<file path="src/rtl/gray_counter_pkg.sv">
// Shared types and helpers for the Gray-coded counter.
// Default width, direction encoding and a bin2gray helper.
package gray_counter_pkg;

  localparam int GRAY_CNT_WIDTH = 4;

  typedef enum logic {
    DIR_DOWN = 1'b0,
    DIR_UP   = 1'b1
  } dir_t;

  function automatic logic [31:0] bin2gray(
    input logic [31:0] b
  );
    return b ^ (b >> 1);
  endfunction

endpackage

</file>
<file path="src/rtl/gray_counter_bin_to_gray.sv">
// Combinational binary-to-Gray encoder.
// Mirror image of the Gray-to-binary decoder on the sampling side.
module gray_counter_bin_to_gray #(
  parameter int WIDTH = 4
) (
  input  logic [WIDTH-1:0] b,
  output logic [WIDTH-1:0] g
);

  assign g = b ^ (b >> 1);

endmodule

</file>
<file path="src/rtl/gray_counter.sv">
// Up/down counter with registered binary and Gray outputs.
// Define GRAY_CNT_SAT_EN to saturate at the ends instead of wrapping.
module gray_counter
  import gray_counter_pkg::*;
#(
  parameter int WIDTH = GRAY_CNT_WIDTH
) (
  input  logic             clk,
  input  logic             rst,
  input  logic             en,
  input  logic             up,
  input  logic             load,
  input  logic [WIDTH-1:0] load_val,
  output logic [WIDTH-1:0] bin,
  output logic [WIDTH-1:0] gray,
  output logic             wrap
);

  localparam logic [WIDTH-1:0] MAX = '1;
  localparam logic [WIDTH-1:0] ONE = WIDTH'(1);

  logic [WIDTH-1:0] bin_nxt;
  logic [WIDTH-1:0] gray_nxt;
  logic             wrap_nxt;
  logic             at_max;
  logic             at_min;
  dir_t             dir;

  assign dir    = dir_t'(up);
  assign at_max = (bin == MAX);
  assign at_min = (bin == '0);

  // Next count: load beats step, step beats hold.
  always_comb begin
    bin_nxt  = bin;
    wrap_nxt = 1'b0;
    if (load) begin
      bin_nxt = load_val;
    end else if (en) begin
      if (dir == DIR_UP) begin
        wrap_nxt = at_max;
`ifdef GRAY_CNT_SAT_EN
        if (!at_max) bin_nxt = bin + ONE;
`else
        bin_nxt = bin + ONE;
`endif
      end else begin
        wrap_nxt = at_min;
`ifdef GRAY_CNT_SAT_EN
        if (!at_min) bin_nxt = bin - ONE;
`else
        bin_nxt = bin - ONE;
`endif
      end
    end
  end

  gray_counter_bin_to_gray #(
    .WIDTH(WIDTH)
  ) u_b2g (
    .b(bin_nxt),
    .g(gray_nxt)
  );

  // Both count forms and the wrap pulse come straight from flops.
  always_ff @(posedge clk) begin
    if (rst) begin
      bin  <= '0;
      gray <= '0;
      wrap <= 1'b0;
    end else begin
      bin  <= bin_nxt;
      gray <= gray_nxt;
      wrap <= wrap_nxt;
    end
  end

endmodule

</file>
<file path="config.mk">
export PLATFORM = sky130hd
export DESIGN_NAME = gray_counter
export DESIGN_NICKNAME = d
export VERILOG_FILES = /design/src/rtl/gray_counter_pkg.sv /design/src/rtl/gray_counter_bin_to_gray.sv /design/src/rtl/gray_counter.sv
export SDC_FILE = /design/constraint.sdc
export NUM_CORES = 1
export LEC_CHECK = 0
export BUFFER_PORTS_ARGS = -buffer_cell sky130_fd_sc_hd__buf_2
export CAP_MARGIN = 20
export CELL_PAD_IN_SITES_DETAIL_PLACEMENT = 0
export CELL_PAD_IN_SITES_GLOBAL_PLACEMENT = 1
export CORE_MARGIN = 4
export CORE_UTILIZATION = 29
export CTS_CLUSTER_DIAMETER = 80
export DETAILED_ROUTE_END_ITERATION = 7
export PLACE_DENSITY_LB_ADDON = 0.25
export SLEW_MARGIN = 10
export SYNTH_ARGS = -nofsm -noshare
export SYNTH_HDL_FRONTEND = slang
export SYNTH_SLANG_ARGS = --single-unit
</file>
<file path="constraint.sdc">
create_clock -name clk -period 3.2 [get_ports clk]
set_input_delay 0.16 -clock clk [delete_from_list [all_inputs] [get_ports clk]]
set_output_delay 0.16 -clock clk [all_outputs]
set_load 0.05 [all_outputs]
</file>
# Yosys cells after proc, flatten, opt, wreduce, memory -nomap -nowiden

Cells that the tools add are included.

Register bits after elaboration: 9
Input port bits: 9
Logic and storage cells: 14

$add $sub $neg: 2
Equality and inequality tests: 1
Mux-type cells: 4
Bitwise logic cells: 2
Reduce and logical (&&, ||, !) cells: 2

Operators with widths:

| kind                                              | number |
|---|---|
| two-way mux 4 bit                                 | 3 |
| adder 4 x 1 -> 4 bit (second input constant)      | 1 |
| == test 4 bit (second input constant)             | 1 |
| zero test 4 bit                                   | 1 |
| subtractor 4 x 1 -> 4 bit (second input constant) | 1 |
| bitwise XOR 4 x 3 -> 4 bit                        | 1 |
| OR reduction 3 bit                                | 1 |
| two-way mux 1 bit                                 | 1 |
| inverter 1 bit                                    | 1 |

# Depth between registers and ports, before layout

Gate-level depths: netlist (run 1).

Word-level depth: 5
Depth in mapped cells: 6

# Hierarchy

Synthesis (run 1) repeated with hierarchy kept, for this count alone.

Cell total of the unflattened synthesis: 51
Area, all modules: 515.5 sq um

Modules (own cells, without submodules):

| module                   | instances | cells each | area an instance (sq um) |
|---|---|---|---|
| gray_counter             | 1         | 47         | 481.7 |
| gray_counter_bin_to_gray | 1         | 4          | 33.8 |

# Least setup slack after synthesis (run 1)

Ideal clock, no wire load.

Path type: flip-flop to flip-flop
Start: register bin[0]
End: register gray[1]
Library setup time: 70 ps
Arrival: 1,979 ps
Required time: 3,130 ps
Slack: 1,151 ps
Cell stages (with the launch flop): 6
Buffers on the path: 0
Period minus slack after synthesis: 2,049 ps
Path through: dfxtp_1 -> fa_1 -> mux2_2 -> mux2i_1 -> o21ai_0 -> a21oi_1

Word-level cells in the longest chain between the ends: 5
Elaborated cells between the ends (all ways): 6
Those cells by class: add/sub (2); mux (3); bitwise (1)

RTL lines:

| element                                                                  | line                                   | source |
|---|---|---|
| start: declaration                                                       | gray_counter.sv:14                     | `output logic [WIDTH-1:0] bin,` |
| start signal: assignment                                                 | gray_counter.sv:72                     | `bin <= bin_nxt;` |
| subtractor 4 x 1 -> 4 bit / adder 4 x 1 -> 4 bit (equally long branches) | gray_counter.sv:52, gray_counter.sv:45 |  |
| two-way mux 4 bit *                                                      | gray_counter.sv:40                     | `if (dir == DIR_UP) begin` |
| two-way mux 4 bit *                                                      | gray_counter.sv:39                     | `end else if (en) begin` |
| two-way mux 4 bit *                                                      | gray_counter.sv:37                     | `if (load) begin` |
| bitwise XOR 4 x 3 -> 4 bit *                                             | gray_counter_bin_to_gray.sv:10         | `assign g = b ^ (b >> 1);` |
| end signal: assignment                                                   | gray_counter.sv:73                     | `gray <= gray_nxt;` |
| end: declaration                                                         | gray_counter.sv:15                     | `output logic [WIDTH-1:0] gray,` |

Every way passes the cells marked *; elsewhere a longest branch is shown, timed or not.
A chain may end at the register's enable or synchronous reset.

# Worst setup path after layout (run 1)

Same ends and word-level chain as after synthesis.

==> metrics.json, run 1 <==
{
  "outcome": {"value": "complete, no violations"},
  "endpoint_kind": {"value": "flip-flop"},
  "place.detailed.instances": {"value": 84},
  "die_h": {"value": 49.3, "unit": "microns"},
  "synth.top_cell.area_share": {"value": 32.3, "unit": "%"},
  "layout-drive-gt1-share": {"value": 33.8, "unit": "%"},
  "area_growth": {"value": 21.7, "unit": "%"},
  "critical_path_class": {"value": "flip-flop to flip-flop"},
  "cts.sinks": {"value": 8},
  "edff_count_synth": {"value": 0},
  "nFillCells": {"value": 176},
  "synth_seq_area_share": {"value": 32.3, "unit": "%"},
  "tritoncts": {"value": "done"},
  "clock-skew-final": {"value": 0.00350, "unit": "ns"},
  "maximum_capacitance_violations": {"value": 0},
  "register_to_register_setup_slack": {"value": 1.38, "unit": "ns"},
  "max_slew.worst_pin.slew": {"value": 0.408, "unit": "ns"},
  "floorplan_die_width": {"value": 49.3, "unit": "microns"},
  "grt_start_max_net_pins": {"value": 12},
  "first_global_vias": {"value": 401},
  "layout_min_cycle_time": {"value": 1.82, "unit": "ns"},
  "finalSetupViolations": {"value": 0},
  "postSynthAreaPerCell": {"value": 9.18, "unit": "sq um"},
  "vias_per_cell": {"value": 5.31},
  "sum_of_negative_setup_slack": {"value": 0, "unit": "ns"},
  "p_comb_share": {"value": 35.5, "unit": "%"},
  "startpoint_type_of_the_worst_setup_path": {"value": "flip-flop"},
  "numCtsBuffers": {"value": 3},
  "setup_repair_after_global_routing_missed_its_margin": {"value": "false"},
  "clkLatencyLatePin": {"value": 0.25, "unit": "ns"},
  "p_sw": {"value": 112, "unit": "uW"},
  "top_level_ports": {"value": 18},
  "postPlaceCellArea": {"value": 581, "unit": "sq um"},
  "detailroute.via_count": {"value": 462},
  "antenna_violating_nets_post_route": {"value": 0},
  "io_buffers": {"value": 17},
  "netlist_top_cells_area": {"value": "sky130_fd_sc_hd__dfxtp_1 (32%), sky130_fd_sc_hd__mux2i_1 (6.1%), sky130_fd_sc_hd__ha_1 (5.1%)"},
  "dp.final_hpwl": {"value": 823, "unit": "microns"},
  "p_sw_share": {"value": 37.2, "unit": "%"},
  "clk_root_buffer_cell": {"value": "sky130_fd_sc_hd__clkbuf_4"},
  "grt_antenna_before_repair": {"value": 0},
  "cellPowerDensity": {"value": 497, "unit": "nW/um^2"},
  "synth_most_common_cell": {"value": "sky130_fd_sc_hd__dfxtp_1"},
  "crit_fanout": {"value": 7},
  "timing.fmax": {"value": 551, "unit": "MHz"},
  "drt_iter0_markers": {"value": 10},
  "drc_errors": {"value": 0},
  "netlist_area": {"value": 495, "unit": "sq um"},
  "post-cts-setup-buffer-count": {"value": 0},
  "core_area": {"value": 1560, "unit": "sq um"},
  "static-leakage-power": {"value": 0.312, "unit": "nW"},
  "synth_seq_cells": {"value": 8},
  "hold_buffers": {"value": 0},
  "post_synth_inst_count": {"value": 54},
  "maxSlewViolCount": {"value": 0},
  "synth-warning-count": {"value": 0},
  "worst-endpoint-required": {"value": 3.39, "unit": "ns"},
  "globalplace.congestion": {"value": 0.762},
  "num_antenna_cells": {"value": 0},
  "nets": {"value": 85},
  "cp_data_arrival_time": {"value": 2.00, "unit": "ns"},
  "synth_async_sr_flop_share": {"value": 0, "unit": "%"},
  "grtUsageTotal": {"value": 9.73, "unit": "%"},
  "p_int": {"value": 188, "unit": "uW"},
  "design_area": {"value": 603, "unit": "sq um"},
  "synthTopCellsByCount": {"value": "sky130_fd_sc_hd__dfxtp_1 (8), sky130_fd_sc_hd__nor2_1 (6), sky130_fd_sc_hd__inv_1 (3), sky130_fd_sc_hd__mux2i_1 (3)"},
  "share_clk_of_total_power": {"value": 25.0, "unit": "%"},
  "report.final.hold_viol_count": {"value": 0},
  "yosys.area.top_type": {"value": "sky130_fd_sc_hd__dfxtp_1"},
  "min_period_over_period": {"value": 56.7, "unit": "%"},
  "power.ir.vdd_worst": {"value": 262, "unit": "uV"},
  "firstDrtPassIters": {"value": 4},
  "die_area": {"value": 2430, "unit": "sq um"},
  "first_pass_grt_wire_length": {"value": 1810, "unit": "microns"},
  "clock_tree.buffer_depth": {"value": 2},
  "final_instance_count_excl_fillers": {"value": 87},
  "synth_ff_type": {"value": "sky130_fd_sc_hd__dfxtp_1"},
  "floorplan.initialDensity": {"value": 31.8, "unit": "%"},
  "min-delay-path-class": {"value": "primary input to flip-flop"},
  "clkTransAtPathRegs": {"value": 0.05, "unit": "ns"},
  "p_total": {"value": 300, "unit": "uW"},
  "syn_nets": {"value": 66},
  "htree_num_levels": {"value": 1},
  "seq_power_share": {"value": 39.4, "unit": "%"},
  "post_cts_resize_count": {"value": 0},
  "totalWireLength": {"value": 1070, "unit": "microns"},
  "post_synth_num_cell_types": {"value": 31},
  "globalRouteOverflowTotal": {"value": 0},
  "wire_per_inst": {"value": 12.3, "unit": "microns"},
  "fp-row-count": {"value": 14},
  "slew-limit-headroom": {"value": 72.7, "unit": "%"}
}
==> cell families after synthesis <==
| family | after synthesis | share of synthesized area, % |
|---|---|---|
| adders and majority gates | 3 | 9.09 |
| muxes | 4 | 8.33 |
| and+or+nand+nor | 19 | 23.5 |
| DFF | 8 | 32.3 |
| AOI/OAI and AO/OA | 11 | 15.2 |
| buffers and inverters | 6 | 6.31 |
| xor gates and xnor gates | 3 | 5.30 |
==> final timing paths <==
| path | start | to | depth (start not counted) |
|---|---|---|---|
| worst min register to register | bin[3] | wrap | 2 |
| worst max-delay path | bin[0] | gray[1] | 5 |
| worst min-delay path | rst | gray[1] | 2 |
| worst max register to register | bin[0] | gray[1] | 5 |
==> power by group through the flow <==
stage          clock network (mW)  logic, mW  registers (mW)
2_1_floorplan                   0     0.0496           0.155
3_3_place_gp                    0      0.108           0.121
3_5_place_dp                    0      0.107           0.121
4_1_cts                    0.0812      0.108           0.119
5_1_grt                    0.0882      0.116           0.120
6_report                   0.0751      0.107           0.118
==> final cells by class <==
type | instances | area (sq um) | share of cell area, %
clock buffer | 3 | 22.5 | 3.73
inverter | 3 | 11.3 | 1.87
multi-input combinational | 40 | 304 | 50.4
sequential | 8 | 160 | 26.6
tap | 16 | 20.0 | 3.32
timing repair buffer | 17 | 85.1 | 14.1
==> per-layer routing <==
| layer | track usage [%] | vias to the layer above | routed length [microns] |
|---|---|---|---|
| li1 | - | 232 | - |
| met1 | 12.1 | 213 | 509 |
| met2 | 14.1 | 15 | 449 |
| met3 | 6.42 | 2 | 103 |
| met4 | 1.42 | 0 | 5 |
| met5 | 0 | - | 0 |
==> stage by stage <==
step | hold slack (ns) | setup slack, ns | utilization (%)
4_1_cts | 0.159 | 1.36 | 38.7
2_1_floorplan | 0.229 | 1.15 | -
5_1_grt | 0.183 | 1.20 | 38.7
3_5_place_dp | 0.431 | 1.39 | 37.2
6_report | 0.175 | 1.38 | 38.7
3_3_place_gp | 0.431 | 1.45 | 37.2
==> flip-flops by register name, summed over array words and instances (netlist names) <==
name	count
bin	4
wrap	1
gray	3
==> worst max-delay path, cell delays in order (launching register included) <==
cell and delay [ns]:
sky130_fd_sc_hd__dfxtp_1 0.46, sky130_fd_sc_hd__fa_1 0.45, sky130_fd_sc_hd__mux2_2 0.27, sky130_fd_sc_hd__mux2i_1 0.29, sky130_fd_sc_hd__o21ai_0 0.14, sky130_fd_sc_hd__a21oi_1 0.15
==> cells in the final DEF, fill, tap and decap left out <==
master                      synthesis  final
sky130_fd_sc_hd__buf_2              1     17
sky130_fd_sc_hd__dfxtp_1            8      8
sky130_fd_sc_hd__nor2_1             6      6
sky130_fd_sc_hd__inv_1              3      3
sky130_fd_sc_hd__mux2i_1            3      3
sky130_fd_sc_hd__clkbuf_4           0      3
sky130_fd_sc_hd__nand3_1            2      2
sky130_fd_sc_hd__o21ai_0            2      2
sky130_fd_sc_hd__xnor2_1            2      2
sky130_fd_sc_hd__or3_1              2      2
sky130_fd_sc_hd__a21oi_1            2      2
sky130_fd_sc_hd__ha_1               2      2
sky130_fd_sc_hd__or4_2              1      1
sky130_fd_sc_hd__and3_2             1      1
sky130_fd_sc_hd__and3_1             1      1
sky130_fd_sc_hd__mux2_2             1      1
sky130_fd_sc_hd__xor2_1             1      1
sky130_fd_sc_hd__nand2_1            1      1
sky130_fd_sc_hd__a211oi_1           1      1
sky130_fd_sc_hd__o21bai_1           1      1
sky130_fd_sc_hd__nor4bb_1           1      1
sky130_fd_sc_hd__nor3b_1            1      1
sky130_fd_sc_hd__o2bb2ai_1          1      1
sky130_fd_sc_hd__a21o_1             1      1
sky130_fd_sc_hd__or4b_1             1      1
sky130_fd_sc_hd__nand3b_1           1      1
sky130_fd_sc_hd__a221o_1            1      1
sky130_fd_sc_hd__a22oi_1            1      1
sky130_fd_sc_hd__nand3_2            1      1
sky130_fd_sc_hd__a31oi_1            1      1
sky130_fd_sc_hd__fa_1               1      1
(Power assumes the default switching activity.)
==> run 2: changes to the inputs <==
- ABC_AREA: default -> 1
- clock period: 3.2 -> 1.7 ns (I/O delays scaled with it)
==> run 2 against run 1 <==
- non-clock buffer count did not move
- core utilization barely moved
- die area fell by 1.9%
- clock power rose by 86%
- critical path depth rose by 1
- sequential share of layout area rose by 0.91 points
- sequential power rose by 86%
- synthesized area fell by 2.3%
- critical path type unchanged
- largest cell class unchanged
- highest routed layer is now met3
==> metrics.json, run 2 <==
{
  "hold_buffers": {"value": 0, "change": "unchanged"},
  "compound_cell_area_share_of_the_yosys_netlist": {"value": 16.0, "unit": "%", "change": "was 15.2%"},
  "layout_min_cycle_time": {"value": 1.49, "unit": "ns", "change": "was 1.82 ns"},
  "endpoint_kind": {"value": "flip-flop", "change": "unchanged"},
  "synthTopCellsByCount": {"value": "sky130_fd_sc_hd__nand2_1 (12), sky130_fd_sc_hd__dfxtp_1 (8), sky130_fd_sc_hd__nor2_1 (8)", "change": "was sky130_fd_sc_hd__dfxtp_1 (8), sky130_fd_sc_hd__nor2_1 (6), sky130_fd_sc_hd__inv_1 (3), sky130_fd_sc_hd__mux2i_1 (3)"},
  "first_global_vias": {"value": 454, "change": "was 401"},
  "htree_num_levels": {"value": 1, "change": "unchanged"},
  "io_buffers": {"value": 17, "change": "unchanged"},
  "worst-endpoint-required": {"value": 1.83, "unit": "ns", "change": "was 3.39 ns"},
  "critical_path.cell_chain": {"value": "fa_1 -> nand2_1 -> o211ai_1 -> o21ai_2 -> o21ai_0 -> a21oi_1", "change": "was fa_1 -> mux2_2 -> mux2i_1 -> o21ai_0 -> a21oi_1"},
  "worst_hold_path.num_cells": {"value": 2, "change": "unchanged"},
  "globalplace.congestion": {"value": 0.746, "change": "was 0.762"},
  "edff_count_synth": {"value": 0, "change": "unchanged"},
  "min-delay-path-class": {"value": "primary input to flip-flop", "change": "unchanged"},
  "fp-row-count": {"value": 14, "change": "unchanged"},
  "design_area": {"value": 597, "unit": "sq um", "change": "was 603 sq um"},
  "synth_seq_area_share": {"value": 33.1, "unit": "%", "change": "was 32.3%"},
  "synth_seq_cells": {"value": 8, "change": "unchanged"},
  "layout.cells.most_common": {"value": "sky130_fd_sc_hd__buf_2", "change": "unchanged"},
  "die_area": {"value": 2390, "unit": "sq um", "change": "was 2430 sq um"},
  "area_growth": {"value": 23.3, "unit": "%", "change": "was 21.7%"},
  "critPathBufInv": {"value": 0, "change": "unchanged"},
  "dp.final_hpwl": {"value": 850, "unit": "microns", "change": "was 823 microns"},
  "antenna_violating_nets_post_route": {"value": 0, "change": "unchanged"},
  "synth_most_common_cell": {"value": "sky130_fd_sc_hd__nand2_1", "change": "was sky130_fd_sc_hd__dfxtp_1"},
  "reg_top3": {"value": "bin (4), gray (3), wrap (1)", "change": "unchanged"},
  "synth.top_cell.area_share": {"value": 33.1, "unit": "%", "change": "was 32.3%"},
  "reg2reg_depth": {"value": 6, "change": "was 5"},
  "holdCritStartpoint": {"value": "rst", "change": "unchanged"},
  "syn_nets": {"value": 77, "change": "was 66"},
  "numCtsBuffers": {"value": 3, "change": "unchanged"},
  "grt_start_max_net_pins": {"value": 8, "change": "was 12"},
  "post-cts-setup-buffer-count": {"value": 0, "change": "unchanged"},
  "setup_repair_after_global_routing_missed_its_margin": {"value": "false", "change": "unchanged"},
  "synth_async_sr_flop_share": {"value": 0, "unit": "%", "change": "unchanged"},
  "power.ir.vdd_worst": {"value": 669, "unit": "uV", "change": "was 262 uV"},
  "clkTransAtPathRegs": {"value": 0.05, "unit": "ns", "change": "about the same"},
  "min_period_over_period": {"value": 87.8, "unit": "%", "change": "was 56.7%"},
  "post_synth_num_cell_types": {"value": 22, "change": "was 31"},
  "r2r-end": {"value": "gray[1]", "change": "unchanged"},
  "totalWireLength": {"value": 1020, "unit": "microns", "change": "was 1070 microns"},
  "cpPeakStageDelay": {"value": 0.51, "unit": "ns", "change": "was 0.46 ns"},
  "post-route-worst-setup-slack": {"value": 0.207, "unit": "ns", "change": "was 1.38 ns"},
  "layout-drive-gt1-share": {"value": 42.2, "unit": "%", "change": "was 33.8%"},
  "outcome": {"value": "complete, no violations", "change": "unchanged"},
  "clock_tree.buffer_depth": {"value": 2, "change": "unchanged"},
  "tritoncts": {"value": "done", "change": "unchanged"},
  "highest_count_cells_in_the_layout_ignoring_fill_and_taps": {"value": "sky130_fd_sc_hd__buf_2 (17), sky130_fd_sc_hd__nand2_1 (12), sky130_fd_sc_hd__nor2_1 (8)", "change": "was sky130_fd_sc_hd__buf_2 (17), sky130_fd_sc_hd__dfxtp_1 (8), sky130_fd_sc_hd__nor2_1 (6)"},
  "detailroute.via_count": {"value": 455, "change": "was 462"},
  "floorplan_die_width": {"value": 48.9, "unit": "microns", "change": "was 49.3 microns"},
  "core_area": {"value": 1540, "unit": "sq um", "change": "was 1560 sq um"},
  "critical_r2r_launch": {"value": "bin[0]", "change": "unchanged"},
  "crit_path_top_delay_cell": {"value": "sky130_fd_sc_hd__fa_1", "change": "was sky130_fd_sc_hd__dfxtp_1"},
  "drc_errors": {"value": 0, "change": "unchanged"},
  "synth_top_family_by_area": {"value": "simple AND/OR/NAND/NOR gates", "change": "unchanged"},
  "static-leakage-power": {"value": 0.313, "unit": "nW", "change": "was 0.312 nW"},
  "crit_fanout": {"value": 6, "change": "was 7"},
  "firstDrtPassIters": {"value": 3, "change": "was 4"},
  "post_synth_fa_ha_maj_area_fraction": {"value": 9.30, "unit": "%", "change": "was 9.09%"},
  "register_to_register_setup_slack": {"value": 0.21, "unit": "ns", "change": "was 1.38 ns"},
  "grtUsageTotal": {"value": 9.89, "unit": "%", "change": "was 9.73%"},
  "netlist_top_cells_area": {"value": "sky130_fd_sc_hd__dfxtp_1 (33%), sky130_fd_sc_hd__nand2_1 (9.3%), sky130_fd_sc_hd__nor2_1 (6.2%)", "change": "was sky130_fd_sc_hd__dfxtp_1 (32%), sky130_fd_sc_hd__mux2i_1 (6.1%), sky130_fd_sc_hd__ha_1 (5.1%)"},
  "cp_data_arrival_time": {"value": 1.62, "unit": "ns", "change": "was 2.00 ns"},
  "post_cts_resize_count": {"value": 0, "change": "unchanged"},
  "vias_per_cell": {"value": 4.60, "change": "was 5.31"},
  "grt_antenna_before_repair": {"value": 0, "change": "unchanged"},
  "first_pass_grt_wire_length": {"value": 1910, "unit": "microns", "change": "was 1810 microns"},
  "flip_flop_count_of_the_largest_register_all_copies_and_words_added": {"value": 4, "change": "unchanged"},
  "postSynthAreaPerCell": {"value": 7.45, "unit": "sq um", "change": "was 9.18 sq um"},
  "clock-skew-final": {"value": 0.00136, "unit": "ns", "change": "was 0.00350 ns"},
  "num_antenna_cells": {"value": 0, "change": "unchanged"},
  "nets": {"value": 97, "change": "was 85"},
  "cellPowerDensity": {"value": 935, "unit": "nW/um^2", "change": "was 497 nW/um^2"},
  "netlist_area": {"value": 484, "unit": "sq um", "change": "was 495 sq um"},
  "report.final.hold_viol_count": {"value": 0, "change": "unchanged"},
  "floorplan.initialDensity": {"value": 31.4, "unit": "%", "change": "was 31.8%"},
  "post_synth_inst_count": {"value": 65, "change": "was 54"},
  "synth_xor_area_share": {"value": 1.81, "unit": "%", "change": "was 5.30%"},
  "timing.fmax": {"value": 670, "unit": "MHz", "change": "was 551 MHz"},
  "maximum_capacitance_violations": {"value": 0, "change": "unchanged"},
  "wire_per_inst": {"value": 10.3, "unit": "microns", "change": "was 12.3 microns"},
  "slew-limit-headroom": {"value": 83.5, "unit": "%", "change": "was 72.7%"},
  "startpoint_type_of_the_worst_setup_path": {"value": "flip-flop", "change": "unchanged"},
  "yosys-mux-area-fraction": {"value": 0, "unit": "%", "change": "was 8.33%"},
  "hold_end": {"value": "bin[0]", "change": "was gray[1]"},
  "whs": {"value": 0.0624, "unit": "ns", "change": "was 0.175 ns"},
  "registers.top_by_ff_count": {"value": "bin", "change": "unchanged"},
  "finalSetupViolations": {"value": 0, "change": "unchanged"},
  "clkLatencyLatePin": {"value": 0.25, "unit": "ns", "change": "about the same"},
  "area_fraction_in_and_or_nand_and_nor_cells_after_synthesis": {"value": 29.7, "unit": "%", "change": "was 23.5%"},
  "max_slew.worst_pin.slew": {"value": 0.250, "unit": "ns", "change": "was 0.408 ns"},
  "worst_setup_timing_slack_at_the_placement_stage": {"value": 0.205, "unit": "ns", "change": "was 1.39 ns"},
  "sum_of_negative_setup_slack": {"value": 0, "unit": "ns", "change": "unchanged"},
  "maxSlewViolCount": {"value": 0, "change": "unchanged"},
  "drt_iter0_markers": {"value": 6, "change": "was 10"},
  "postPlaceCellArea": {"value": 574, "unit": "sq um", "change": "was 581 sq um"},
  "cts.sinks": {"value": 8, "change": "unchanged"},
  "globalRouteOverflowTotal": {"value": 0, "change": "unchanged"},
  "die_h": {"value": 48.9, "unit": "microns", "change": "was 49.3 microns"},
  "critical-path-top-delay-family": {"value": "adder cells", "change": "was multiplexers"},
  "clk_root_buffer_cell": {"value": "sky130_fd_sc_hd__clkbuf_4", "change": "unchanged"},
  "critical_path_class": {"value": "flip-flop to flip-flop", "change": "unchanged"},
  "synth-warning-count": {"value": 0, "change": "unchanged"},
  "yosys.area.top_type": {"value": "sky130_fd_sc_hd__dfxtp_1", "change": "unchanged"},
  "synth_ff_type": {"value": "sky130_fd_sc_hd__dfxtp_1", "change": "unchanged"},
  "top_level_ports": {"value": 18, "change": "unchanged"}
}
-- run 2: cell count changes in the layout (fill, tap and decap cells not counted), sizes merged, moves of 2 or more --
cell   delta
nand2    +13
a21oi     +3
and3      -2
or3       -2
nor2      +5
mux2i     -3
inv       +5
o21ai     +3
-- run 2: worst max path at each step --
stage / startpoint / endpoint / cells after the start / slack, ns
2_1_floorplan: bin[2] / gray[2] / 10 / 0.13
3_3_place_gp: bin[0] / gray[1] / 6 / 0.23
3_5_place_dp: bin[0] / gray[1] / 6 / 0.20
4_1_cts: bin[0] / gray[1] / 6 / 0.19
5_1_grt: bin[0] / gray[1] / 6 / 0.1
6_report: bin[0] / gray[1] / 6 / 0.21
-- run 2: stage by stage --
step | utilization, % | instances | power (mW)
final | 38.7 | 99 | 0.558
after global routing | 38.7 | 99 | 0.605
after CTS | 38.7 | 99 | 0.567
after detailed placement | 37.3 | 96 | 0.425
after global placement | 37.3 | 96 | 0.422
after floorplan | - | 65 | 0.380
-- run 2: metal layers --
metal  GRT usage, %  vias up  routed length [microns]
met4           1.35        0                        0
met5              0        -                        0
met3           7.03        0                      115
met1           10.6      192                      448
met2           16.1       17                      453
li1               -      246                        -
-- run 2: area by class of cell --
cell class,instances,area [sq um]
Clock buffer,3,22.5
Fill cell,174,945
Inverter,8,30.0
Multi-Input combinational cell,47,275
Sequential cell,8,164
Tap cell,16,20.0
Timing Repair Buffer,17,85.1
-- run 2: cells by family after synthesis --
family / count (synthesis)
adder cells (fa/ha/maj): 3
AO/OA/AOI/OAI: 12
flip-flops: 8
buffers and inverters: 10
AND/OR/NAND/NOR: 31
XOR/XNOR: 1
-- run 2: report_power, final --
| part | leakage [nW] | internal (mW) | switching, mW | total (mW) |
|---|---|---|---|---|
| clock network | 0.0138 | 0.0804 | 0.0595 | 0.140 |
| registers | 0.0673 | 0.207 | 0.0135 | 0.220 |
| logic | 0.232 | 0.0597 | 0.138 | 0.198 |
| total | 0.313 | 0.347 | 0.211 | 0.558 |
